`src/rtl/seven_segment_counter_mux.sv`:
```
// Multi-digit BCD up/down counter with prescaled tick and a time-multiplexed
// seven-segment scanner (shared segment lines, one-hot digit select).
module seven_segment_counter_mux #(
    parameter int DIGITS   = 4,
    parameter int PRESCALE = 10_000_000,
    parameter int MUX_DIV  = 1000,
    parameter int BLANK_LZ = 1
) (
    input  logic                  clk,
    input  logic                  rst,
    input  logic                  en,
    input  logic                  up_dn,
    input  logic                  load,
    input  logic [4*DIGITS-1:0]   load_val,
    output logic [6:0]            seg,
    output logic                  dp,
    output logic [DIGITS-1:0]     digit_sel,
    output logic [4*DIGITS-1:0]   count_bcd,
    output logic                  wrap
);

    localparam int PW = $clog2(PRESCALE);
    localparam int MW = (MUX_DIV > 1) ? $clog2(MUX_DIV) : 1;
    localparam int IW = (DIGITS > 1) ? $clog2(DIGITS) : 1;
    localparam logic [PW-1:0] PRE_LAST = PW'(PRESCALE - 1);
    localparam logic [MW-1:0] MUX_LAST = MW'(MUX_DIV - 1);
    localparam logic [IW-1:0] IDX_LAST = IW'(DIGITS - 1);

    logic [PW-1:0]         pre_reg, pre_next;
    logic [MW-1:0]         mux_reg, mux_next;
    logic [IW-1:0]         idx_reg, idx_next;
    logic [4*DIGITS-1:0]   count_reg, count_next;
    logic                  wrap_reg, wrap_next;
    logic [6:0]            seg_reg, seg_next;
    logic                  dp_reg, dp_next;
    logic [DIGITS-1:0]     digit_sel_reg, digit_sel_next;

    logic [3:0]            digit_val [DIGITS];
    logic [DIGITS-1:0]     nib_zero;
    logic [DIGITS-1:0]     nib_nine;
    logic [DIGITS-1:0]     upper_zero;
    logic [4*DIGITS-1:0]   load_clamp;
    logic [4*DIGITS-1:0]   inc_val;
    logic [4*DIGITS-1:0]   dec_val;
    logic                  all_nine;
    logic                  all_zero;

    function automatic logic [6:0] seg_decode(input logic [3:0] d);
        case (d)
            4'd0:    seg_decode = 7'h3F;
            4'd1:    seg_decode = 7'h06;
            4'd2:    seg_decode = 7'h5B;
            4'd3:    seg_decode = 7'h4F;
            4'd4:    seg_decode = 7'h66;
            4'd5:    seg_decode = 7'h6D;
            4'd6:    seg_decode = 7'h7D;
            4'd7:    seg_decode = 7'h07;
            4'd8:    seg_decode = 7'h7F;
            4'd9:    seg_decode = 7'h6F;
            default: seg_decode = 7'h40;
        endcase
    endfunction

    // Per-digit carry/borrow chain: a digit changes only when every lower digit wraps.
    genvar gi;
    generate
        for (gi = 0; gi < DIGITS; gi++) begin : g_digit
            logic carry_in;
            logic borrow_in;

            assign digit_val[gi]  = count_reg[gi*4 +: 4];
            assign nib_zero[gi]   = (digit_val[gi] == 4'd0);
            assign nib_nine[gi]   = (digit_val[gi] == 4'd9);
            assign upper_zero[gi] = &nib_zero[DIGITS-1:gi];
            assign load_clamp[gi*4 +: 4] =
                (load_val[gi*4 +: 4] > 4'd9) ? 4'd9 : load_val[gi*4 +: 4];

            if (gi == 0) begin : g_lsd
                assign carry_in  = 1'b1;
                assign borrow_in = 1'b1;
            end else begin : g_upper
                assign carry_in  = &nib_nine[gi-1:0];
                assign borrow_in = &nib_zero[gi-1:0];
            end

            assign inc_val[gi*4 +: 4] = !carry_in ? digit_val[gi] :
                                        (nib_nine[gi] ? 4'd0 : digit_val[gi] + 4'd1);
            assign dec_val[gi*4 +: 4] = !borrow_in ? digit_val[gi] :
                                        (nib_zero[gi] ? 4'd9 : digit_val[gi] - 4'd1);
        end
    endgenerate

    assign all_nine = &nib_nine;
    assign all_zero = &nib_zero;

    always_comb begin
        pre_next   = pre_reg;
        count_next = count_reg;
        wrap_next  = 1'b0;
        // Load outranks a coincident tick: no increment, no wrap.
        if (load) begin
            count_next = load_clamp;
            pre_next   = '0;
        end else if (en) begin
            if (pre_reg == PRE_LAST) begin
                pre_next   = '0;
                count_next = up_dn ? inc_val : dec_val;
                wrap_next  = up_dn ? all_nine : all_zero;
            end else begin
                pre_next = pre_reg + 1'b1;
            end
        end
    end

    always_comb begin
        mux_next = mux_reg;
        idx_next = idx_reg;
        if (mux_reg == MUX_LAST) begin
            mux_next = '0;
            idx_next = (idx_reg == IDX_LAST) ? '0 : idx_reg + 1'b1;
        end else begin
            mux_next = mux_reg + 1'b1;
        end
    end

    // Display stage works from the registered index and count, one cycle behind them.
    always_comb begin
        digit_sel_next = DIGITS'(1) << idx_reg;
        seg_next       = seg_decode(digit_val[idx_reg]);
        dp_next        = (idx_reg == '0) && !en;
        if ((BLANK_LZ != 0) && (idx_reg != '0) && upper_zero[idx_reg]) begin
            seg_next = 7'h00;
        end
    end

    always_ff @(posedge clk) begin
        if (rst) begin
            pre_reg       <= '0;
            mux_reg       <= '0;
            idx_reg       <= '0;
            count_reg     <= '0;
            wrap_reg      <= 1'b0;
            seg_reg       <= 7'h00;
            dp_reg        <= 1'b0;
            digit_sel_reg <= '0;
        end else begin
            pre_reg       <= pre_next;
            mux_reg       <= mux_next;
            idx_reg       <= idx_next;
            count_reg     <= count_next;
            wrap_reg      <= wrap_next;
            seg_reg       <= seg_next;
            dp_reg        <= dp_next;
            digit_sel_reg <= digit_sel_next;
        end
    end

    assign seg       = seg_reg;
    assign dp        = dp_reg;
    assign digit_sel = digit_sel_reg;
    assign count_bcd = count_reg;
    assign wrap      = wrap_reg;

endmodule
```
`config.mk`:
```
export PLATFORM = sky130hd
export DESIGN_NAME = seven_segment_counter_mux
export DESIGN_NICKNAME = d
export VERILOG_FILES = /design/src/rtl/seven_segment_counter_mux.sv
export SDC_FILE = /design/constraint.sdc
export NUM_CORES = 1
export LEC_CHECK = 0
export ABC_CLOCK_PERIOD_IN_PS = 3270
export BUFFER_PORTS_ARGS = -buffer_cell sky130_fd_sc_hd__buf_2
export CAP_MARGIN = 10
export CORE_ASPECT_RATIO = 1.4
export CORE_MARGIN = 2
export CORE_UTILIZATION = 29
export CTS_BUF_LIST = sky130_fd_sc_hd__clkbuf_4 sky130_fd_sc_hd__clkbuf_8
export DETAILED_ROUTE_END_ITERATION = 8
export REMOVE_ABC_BUFFERS = 1
export SYNTH_ARGS = -nofsm -noshare
export SYNTH_HDL_FRONTEND = slang
export SYNTH_SLANG_ARGS = --single-unit
```
`constraint.sdc`:
```
create_clock -name clk -period 3.27 [get_ports clk]
set_clock_uncertainty 0.2 [all_clocks]
set_input_delay 0.8175 -clock clk [delete_from_list [all_inputs] [get_ports clk]]
set_output_delay 0.8175 -clock clk [all_outputs]
set_load 0.02 [all_outputs]
```
# Word level (Yosys, flattened, before mapping)
# Memory sizes are Yosys's and may differ from the RTL's. A register that Yosys moved wholly into a read port is not among the register bits.
# Cells that the tools add are included.
[totals]
rom_bits = 112
register_bits = 58
input_bits = 21
output_inout_bits = 29
memories = 1
[memory_table]
columns = ["name", "depth", "word_bits", "read_ports", "rd_clocked_by_memory_dff", "wr", "line", "rtl"]
rows = [
  ["(no name shown)", 16, 7, 1, 1, 0, "49", "case (d)"],
]
[op_classes]
order_cmp = 6
bitwise = 3
n_mux = 30
n_shift = 1
n_reduce_logical = 30
n_eq_ne = 10
add_sub_neg = 11
[op_table]
columns = ["cell", "n"]
rows = [
  ["4-bit 2-to-1 mux", 20],
  ["16-bit 2-to-1 mux", 4],
  ["24-bit by 1-bit adder with 24-bit output, second input constant", 1],
  ["24-bit equality test, second input constant", 1],
  ["24-bit 2-to-1 mux", 1],
  ["4-bit AND reduction", 5],
  ["4-bit by 1-bit adder with 4-bit output, second input constant", 4],
  ["4-bit equality test, second input constant", 4],
  ["4-bit greater-than comparator, second input constant", 4],
  ["4-bit logical NOT", 4],
  ["4-bit by 1-bit subtractor with 4-bit output, second input constant", 4],
  ["10-bit by 1-bit adder with 10-bit output, second input constant", 1],
  ["10-bit equality test, second input constant", 1],
  ["3-bit by 1-bit != test with 1-bit output, second input constant", 3],
  ["3-bit AND reduction", 3],
  ["3-bit nonzero test", 3],
  ["4-bit binary-select mux with 2-bit select", 1],
  ["2-bit AND reduction", 4],
  ["2-bit nonzero test", 3],
  ["2-bit OR reduction", 3],
  ["4-bit OR reduction", 1],
  ["1-bit by 2-bit << shifter with 4-bit output, first input constant", 1],
  ["3-bit greater-or-equal comparator, second input constant", 1],
  ["2-bit by 3-bit less-than comparator with 1-bit output, second input constant", 1],
  ["10 further kinds", 13],
]

# Depth between registers and ports, before layout
# Gate-level depths: netlist of run 1.
[logic_depth]
ltp_word = 7
mapped_depth = 8

# Least setup slack after synthesis of run 1
# OpenSTA, ideal clock, no wires.
[synth_timing]
path_kind = "input -> register"
startpoint = "input en"
endpoint = "register count_reg[7] (netlist: count_bcd[7])"
required_time_ps = 3003
cell_stages = 7
setup_ps = 67
n_path_buf = 2
slack_ps = 559
arrival_ps = 2444
cell_sequence = "buf_4 > nand4_4 > or4_1 > buf_2 > o31a_1 > a211o_1 > a21oi_2"
[synth_via]
elab_chain_len = 2
[synth_rtl]
columns = ["item", "line", "rtl"]
rows = [
  ["start: declaration", "11", "input logic en,"],
  ["2-bit nonzero test (no source line)", "n/a", ""],
  ["4-bit AND reduction (no source line)", "n/a", ""],
  ["end signal: assignment", "150", "count_reg <= count_next;"],
  ["end: declaration", "32", "logic [4*DIGITS-1:0] count_reg, count_next;"],
]
# No other way between the ends.
# A chain may end at the register's enable or synchronous reset.

# Worst setup path after layout of run 1
[layout_timing]
startpoint = "register count_reg[5] (netlist: count_bcd[5])"
endpoint = "register count_reg[11] (netlist: count_bcd[11])"
[layout_via]
elab_chain_len = 4
word_cells_on_any_way = 7
cone_classes = "eq/ne (2); reduce/logical (5)"
[layout_rtl]
columns = ["item", "line"]
rows = [
  ["4-bit equality test or 4-bit logical NOT (tied branches)", "73, 72"],
  ["2-bit AND reduction, on equally long branches", "82, 83"],
  ["3-bit by 1-bit != test with 1-bit output (no source line) or 3-bit nonzero test (tied branches)", "n/a"],
  ["4-bit AND reduction (no source line) (*)", "n/a"],
]
# Mark *: on every way between the ends. The rest lies on a longest branch, timed or not.

==> flow_metrics.tcl, run 1 <==
set metrics [dict create \
    outcome "complete, no violations" \
    yosysSeqAreaShare 0.342 \
    cp-end-kind "flip-flop" \
    synth_area_sq_um 3800 \
    synth_warnings 0 \
    synth-edff-count 0 \
    p_per_area_nw_per_um2 446 \
    grt_antenna_before_repair 0 \
    cp.arrival_ps 2690 \
    nets 541 \
    hpwl_um 7150 \
    final_hold_viol_count 0 \
    tns_ps 0 \
    ios 50 \
    synth_top_area_cell "dfxtp_1" \
    hp-class "flip-flop to flip-flop" \
    critPathLaunch "count_bcd[5]" \
    slew-limit-headroom 0.595 \
    placementRows 49 \
    tritoncts "done" \
    drt-initial-drc-count 308 \
    place.port_buffers 49 \
    synth_area_per_cell_sq_um 7.97 \
    grt-ovfl-total 0 \
    syn_inst 477 \
    worst_ep_required_time_ps 3360 \
    die_h_um 139 \
    ant_nets 0 \
    synth_cell_types 62 \
    dr.pass1.iters 4 \
    clockBufferDepth 2 \
    clockRootBuffer "clkbuf_8" \
    critPathLaunchType "flip-flop" \
    die_area_sq_um 14000 \
    ir_drop_v 0.000206 \
    num-fill-cells 1330 \
    grt_max_degree 31 \
    grt_first_pass_wirelength_um 16300 \
    clock-sinks 65 \
    wl_per_cell_um 14.4 \
    ys_async_sr_fraction 0 \
    crit_path_max_fanout 13 \
    p_leak_nw 1.58 \
    tightestPinTransition_ps 603 \
    cts_setup_buffers 0 \
    grt_pass1_vias 3447 \
    clk_pin_slew_ps 80 \
    synth-seq-cells 65 \
    gp_congestion 0.852 \
    synth_top_area_frac 0.342 \
    r2r_start "count_bcd[5]" \
    clkLatencyLatePin_ps 350 \
    synth_area_leaders "dfxtp_1 34%, xnor2_1 7.1%, nor2_1 6.8%" \
    finalInstanceArea_sq_um 4370 \
    setup_viol 0 \
    fmax_mhz 384 \
    floorplan.initialDensity 0.297 \
    n_antenna_cell 0 \
    vias_per_cell 5.29 \
    fin_crit_ps 2610 \
    via_count 3532 \
    timing.final.crit_share 0.797 \
    wirelength_um 9600 \
    grt_use_total 0.144 \
    drive_above_1_share 0.165 \
    drcViolationCount 0 \
    drv_slew 0 \
    fp.coreArea_sq_um 12800 \
    cts_buffers 9 \
    hp-start "mux_reg[0]" \
    area_growth_pct 14.9 \
    place_area_sq_um 4140 \
    cts.repair.resized 0 \
    maxCapViolations 0 \
    ys.flop_type "dfxtp_1" \
    fp.dieW_um 101 \
    ctsHoldBuffers 0 \
    path_class "flip-flop to flip-flop" \
    rsz0062_at_grt "false" \
    cts_htree_levels 3 \
    largest_reg_flops 24 \
]
## routing by layer
| metal | part of all wire | routed length (um) | GRT usage | vias up |
|---|---|---|---|---|
| li1 | - | - | - | 1772 |
| met1 | 0.42 | 3990 | 0.167 | 1666 |
| met2 | 0.51 | 4850 | 0.244 | 79 |
| met3 | 0.054 | 521 | 0.0377 | 15 |
| met4 | 0.024 | 232 | 0.0678 | 0 |
| met5 | 0 | 0 | 0 | - |
## synthesized netlist by cell type, types with 6 or more instances
library cell / instances
dfxtp_1: 65
clkbuf_1: 25
nor2_1: 69
nand3_1: 14
xor2_1: 7
a221oi_1: 6
inv_1: 18
ha_1: 10
xnor2_1: 31
a21oi_1: 20
nand2b_1: 7
and3_1: 6
a31oi_1: 7
nor3_1: 30
nand2_1: 32
o21ai_0: 24
nor4_1: 10
nand4_1: 6
## metrics by stage
stage	instances	power [mW]	util	hold WS (ps)	setup WS, ps
3_5_place_dp	652	1.19	0.323	242	349
3_3_place_gp	652	1.18	0.323	222	365
5_1_grt	668	2.05	0.341	298	452
2_1_floorplan	442	1.07	-	213	452
4_1_cts	668	1.97	0.341	252	671
6_report	668	1.95	0.341	248	664
## cells by family after synthesis
logic type                 after synthesis  share of synthesized area
AOI/OAI and AO/OA                       95                      0.168
xor gates and xnor gates                38                     0.0876
adders and majority gates               10                     0.0329
buffers and inverters                   53                     0.0589
DFF                                     65                      0.342
muxes                                    7                     0.0319
and+or+nand+nor                        209                      0.278
## placed cells by master (no fill, tap or decap), drive strengths merged, types with 7 or more instances in the layout
cell type / Yosys / routed
nand2b: 7 / 7
a221oi: 7 / 7
xnor2: 31 / 31
buf: 10 / 57
nor4: 10 / 10
dfxtp: 65 / 65
nand4: 7 / 7
nor2: 69 / 69
ha: 10 / 10
nand3: 14 / 14
a31oi: 7 / 7
inv: 18 / 20
xor2: 7 / 7
o21ai: 25 / 25
nor3: 30 / 30
a21oi: 21 / 21
nand2: 32 / 32
clkbuf: 25 / 9
and3: 7 / 7
## layout make-up
class	instances	area, sq um	share of cell area
inverters	18	67.6	0.0155
flip-flops and latches	65	1300	0.298
well taps	153	191	0.0438
clock buffers	9	124	0.0284
multi-input cells	359	2270	0.521
clock inverters	7	103	0.0235
repair buffers	57	305	0.0699
## critical path, stage by stage, from the launching register on
cell and delay (ps):
dfxtp_1 450, nor4_1 590, nand3_1 270, o2bb2ai_1 300, or4_1 570, a21oi_1 160
## path summary, 6_finish.rpt
path	end	slack (ps)	cells past startpoint
hold / removal	mux_reg[0]	250	1
setup / recovery	count_bcd[11]	660	5
setup reg to reg	count_bcd[11]	660	5
hold reg to reg	mux_reg[0]	250	1
## where the power goes
part	switching [mW]	leakage [nW]	total (mW)	internal, mW
clock	0.342	0.110	0.778	0.437
sequential	0.0509	0.530	0.871	0.821
combinational	0.176	0.937	0.298	0.122
total	0.569	1.58	1.95	1.38
No activity file was read; power rests on OpenSTA's default activity.
==> inputs of run 2 (changes only) <==
--- a/config.mk
+++ b/config.mk
@@ -5,7 +5,7 @@
 export SDC_FILE = /design/constraint.sdc
 export NUM_CORES = 1
 export LEC_CHECK = 0
-export ABC_CLOCK_PERIOD_IN_PS = 3270
+export ABC_CLOCK_PERIOD_IN_PS = 2250
 export BUFFER_PORTS_ARGS = -buffer_cell sky130_fd_sc_hd__buf_2
 export CAP_MARGIN = 10
 export CORE_ASPECT_RATIO = 1.4
==> constraint.sdc (replaced) <==
create_clock -name clk -period 2.25 [get_ports clk]
set_clock_uncertainty 0.2 [all_clocks]
set_input_delay 0.5625 -clock clk [delete_from_list [all_inputs] [get_ports clk]]
set_output_delay 0.5625 -clock clk [all_outputs]
set_load 0.02 [all_outputs]
==> run 2 against run 1 <==
  * Global-route usage rose by 0.66 points
  * Cell area rose by 10%
  * Cell count rose by 7.5%
  * Critical path depth rose by 1
  * Worst setup slack got worse by 580 ps
  * Combinational power rose by 80%
  * Routed wire length rose by 7.7%
  * Via count rose by 5.5%
  * Power rose by 36%
  * First-iteration DRC count fell by 30%
  * Critical endpoint is now count_bcd[7]
  * Largest power group unchanged
==> flow_metrics.tcl, run 2 (synthesis gave the netlist of run 1 again) <==
set metrics [dict create \
    cts_htree_levels 3 \
    ios 50 \
    final_hold_viol_count 0 \
    p_seq_frac 0.465 \
    fp.dieW_um 101 \
    nets 592 \
    clockRootBuffer "clkbuf_8" \
    outcome "complete, no violations" \
    via_count 3725 \
    floorplan.initialDensity 0.297 \
    p_per_area_nw_per_um2 552 \
    grt_max_degree 24 \
    critPathLaunchType "flip-flop" \
    r2r_start "pre_reg[0]" \
    wirelength_um 10300 \
    critPathSlowestCell "or4_4" \
    path_class "flip-flop to flip-flop" \
    drv_slew 0 \
    p_leak_nw 1.84 \
    p_switching_uw 793 \
    ir_drop_v 0.000306 \
    clock-sinks 65 \
    largest_reg_flops 24 \
    cts_buffers 9 \
    fin_ws_ps 83.0 \
    maxCapViolations 0 \
    tritoncts "done" \
    internal-power_mw 1.87 \
    grt_antenna_before_repair 0 \
    endpoint "count_bcd[7]" \
    cp.arrival_ps 2260 \
    critPathMaxStageDelay_ps 570 \
    place.port_buffers 49 \
    place_ws_ps -279 \
    finalPower_mw 2.66 \
    die_h_um 139 \
    clk_pin_slew_ps 70 \
    power.share.switching 0.298 \
    n_antenna_cell 0 \
    r2r_slack_ps 80 \
    clock_power_share 0.333 \
    grtUsageMet2 0.261 \
    tightestPinTransition_ps 564 \
    dr.pass1.iters 4 \
    hp-class "flip-flop to flip-flop" \
    layout_commonest_cell "nor2_1" \
    r2r-end "count_bcd[7]" \
    power_frac_comb 0.202 \
    final_cell_mix "67 x nor2_1, 62 x dfxtp_1, 56 x buf_4" \
    grt_pass1_vias 3630 \
    die_area_sq_um 14000 \
    slew-limit-headroom 0.624 \
    timing.final.crit_share 0.963 \
    fp.coreArea_sq_um 12800 \
    drt-initial-drc-count 216 \
    setup_viol 0 \
    crit_path_max_fanout 5 \
    rsz0062_at_grt "true" \
    drive_above_1_share 0.278 \
    fmax_mhz 461 \
    wl_per_cell_um 14.4 \
    grt_busiest_layer "met2" \
    fin_crit_ps 2170 \
    drcViolationCount 0 \
    ant_nets 0 \
    clockBufferDepth 2 \
    critPathLaunch "pre_reg[0]" \
    reg2reg_depth 6 \
    use_met3 0.0387 \
    vias_per_cell 5.19 \
    grt_first_pass_wirelength_um 17100 \
    placementRows 49 \
    worst_ep_required_time_ps 2340 \
    cp-end-kind "flip-flop" \
    grt-ovfl-total 0 \
    area_growth_pct 26.8 \
    worstPathCellList "ha_4 -> nand4_4 -> or4_4 -> o31a_1 -> a211o_1 -> a21oi_2" \
    grt_use_total 0.151 \
    clkLatencyLatePin_ps 350 \
    grt_use_met1 0.173 \
    gp_congestion 0.828 \
    hpwl_um 7870 \
]
run 2: changes by cell type in the layout (fill, tap and decap cells not counted), sizes merged:
cell	change
inv	-2
buf	+51
clkbuf	+3
bufinv	-2
run 2: what timing repair did:
item,CTS,global route
hold buffers,0,0
endpoints found under the setup margin,18,21
buffers inserted,0,1
resized for setup,8,22
pin swaps,2,10
run 2: power by group through the flow:
| stage | sequential (mW) | combinational [mW] | clock [mW] |
|---|---|---|---|
| 2_1_floorplan | 1.32 | 0.231 | 0 |
| 3_3_place_gp | 1.26 | 0.516 | 0 |
| 3_5_place_dp | 1.26 | 0.524 | 0 |
| 4_1_cts | 1.24 | 0.526 | 0.918 |
| 5_1_grt | 1.24 | 0.590 | 0.961 |
| 6_report | 1.24 | 0.537 | 0.885 |
run 2: through the flow:
| stage | cells | cell area (sq um) | utilization | hold WS, ps | setup TNS (ps) |
|---|---|---|---|---|---|
| after global placement | 702 | 4530 | 0.353 | 224 | -3520 |
| after detailed placement | 702 | 4530 | 0.353 | 248 | -4210 |
| final | 718 | 4820 | 0.376 | 259 | 0 |
| after floorplan | 442 | 3640 | - | 213 | -8260 |
| after CTS | 717 | 4730 | 0.369 | 263 | 0 |
| after global routing | 718 | 4820 | 0.376 | 284 | -1.85 |
run 2: final cells by class:
| cell class | count | area (sq um) |
|---|---|---|
| Fill cell | 1285 | 8000 |
| Multi-Input combinational cell | 359 | 2370 |
| Sequential cell | 65 | 1310 |
| Timing Repair Buffer | 108 | 708 |
| Tap cell | 153 | 191 |
| Clock buffer | 12 | 153 |
| Inverter | 18 | 67.6 |
| Clock inverter | 3 | 17.5 |
run 2: worst max-delay path, delay by kind of cell, from the launching register on:
| kind | cells | cell delay (ps) |
|---|---|---|
| flops | 1 | 360 |
| fa+ha+maj | 1 | 150 |
| simple gates | 2 | 650 |
| compound gates | 3 | 760 |
run 2: worst min path at each step:
stage | startpoint | end | cells past startpoint
floorplan | mux_reg[0] | mux_reg[0] | 1
global placement | mux_reg[0] | mux_reg[0] | 1
detailed placement | mux_reg[0] | mux_reg[0] | 1
finish | mux_reg[0] | mux_reg[0] | 1
global route | mux_reg[0] | mux_reg[0] | 1
CTS | mux_reg[0] | mux_reg[0] | 1
run 2: layer usage:
metal / part of all wire / wire, um
met1: 0.43 / 4450
met2: 0.50 / 5140
met3: 0.047 / 485
met4: 0.025 / 255
met5: 0 / 0
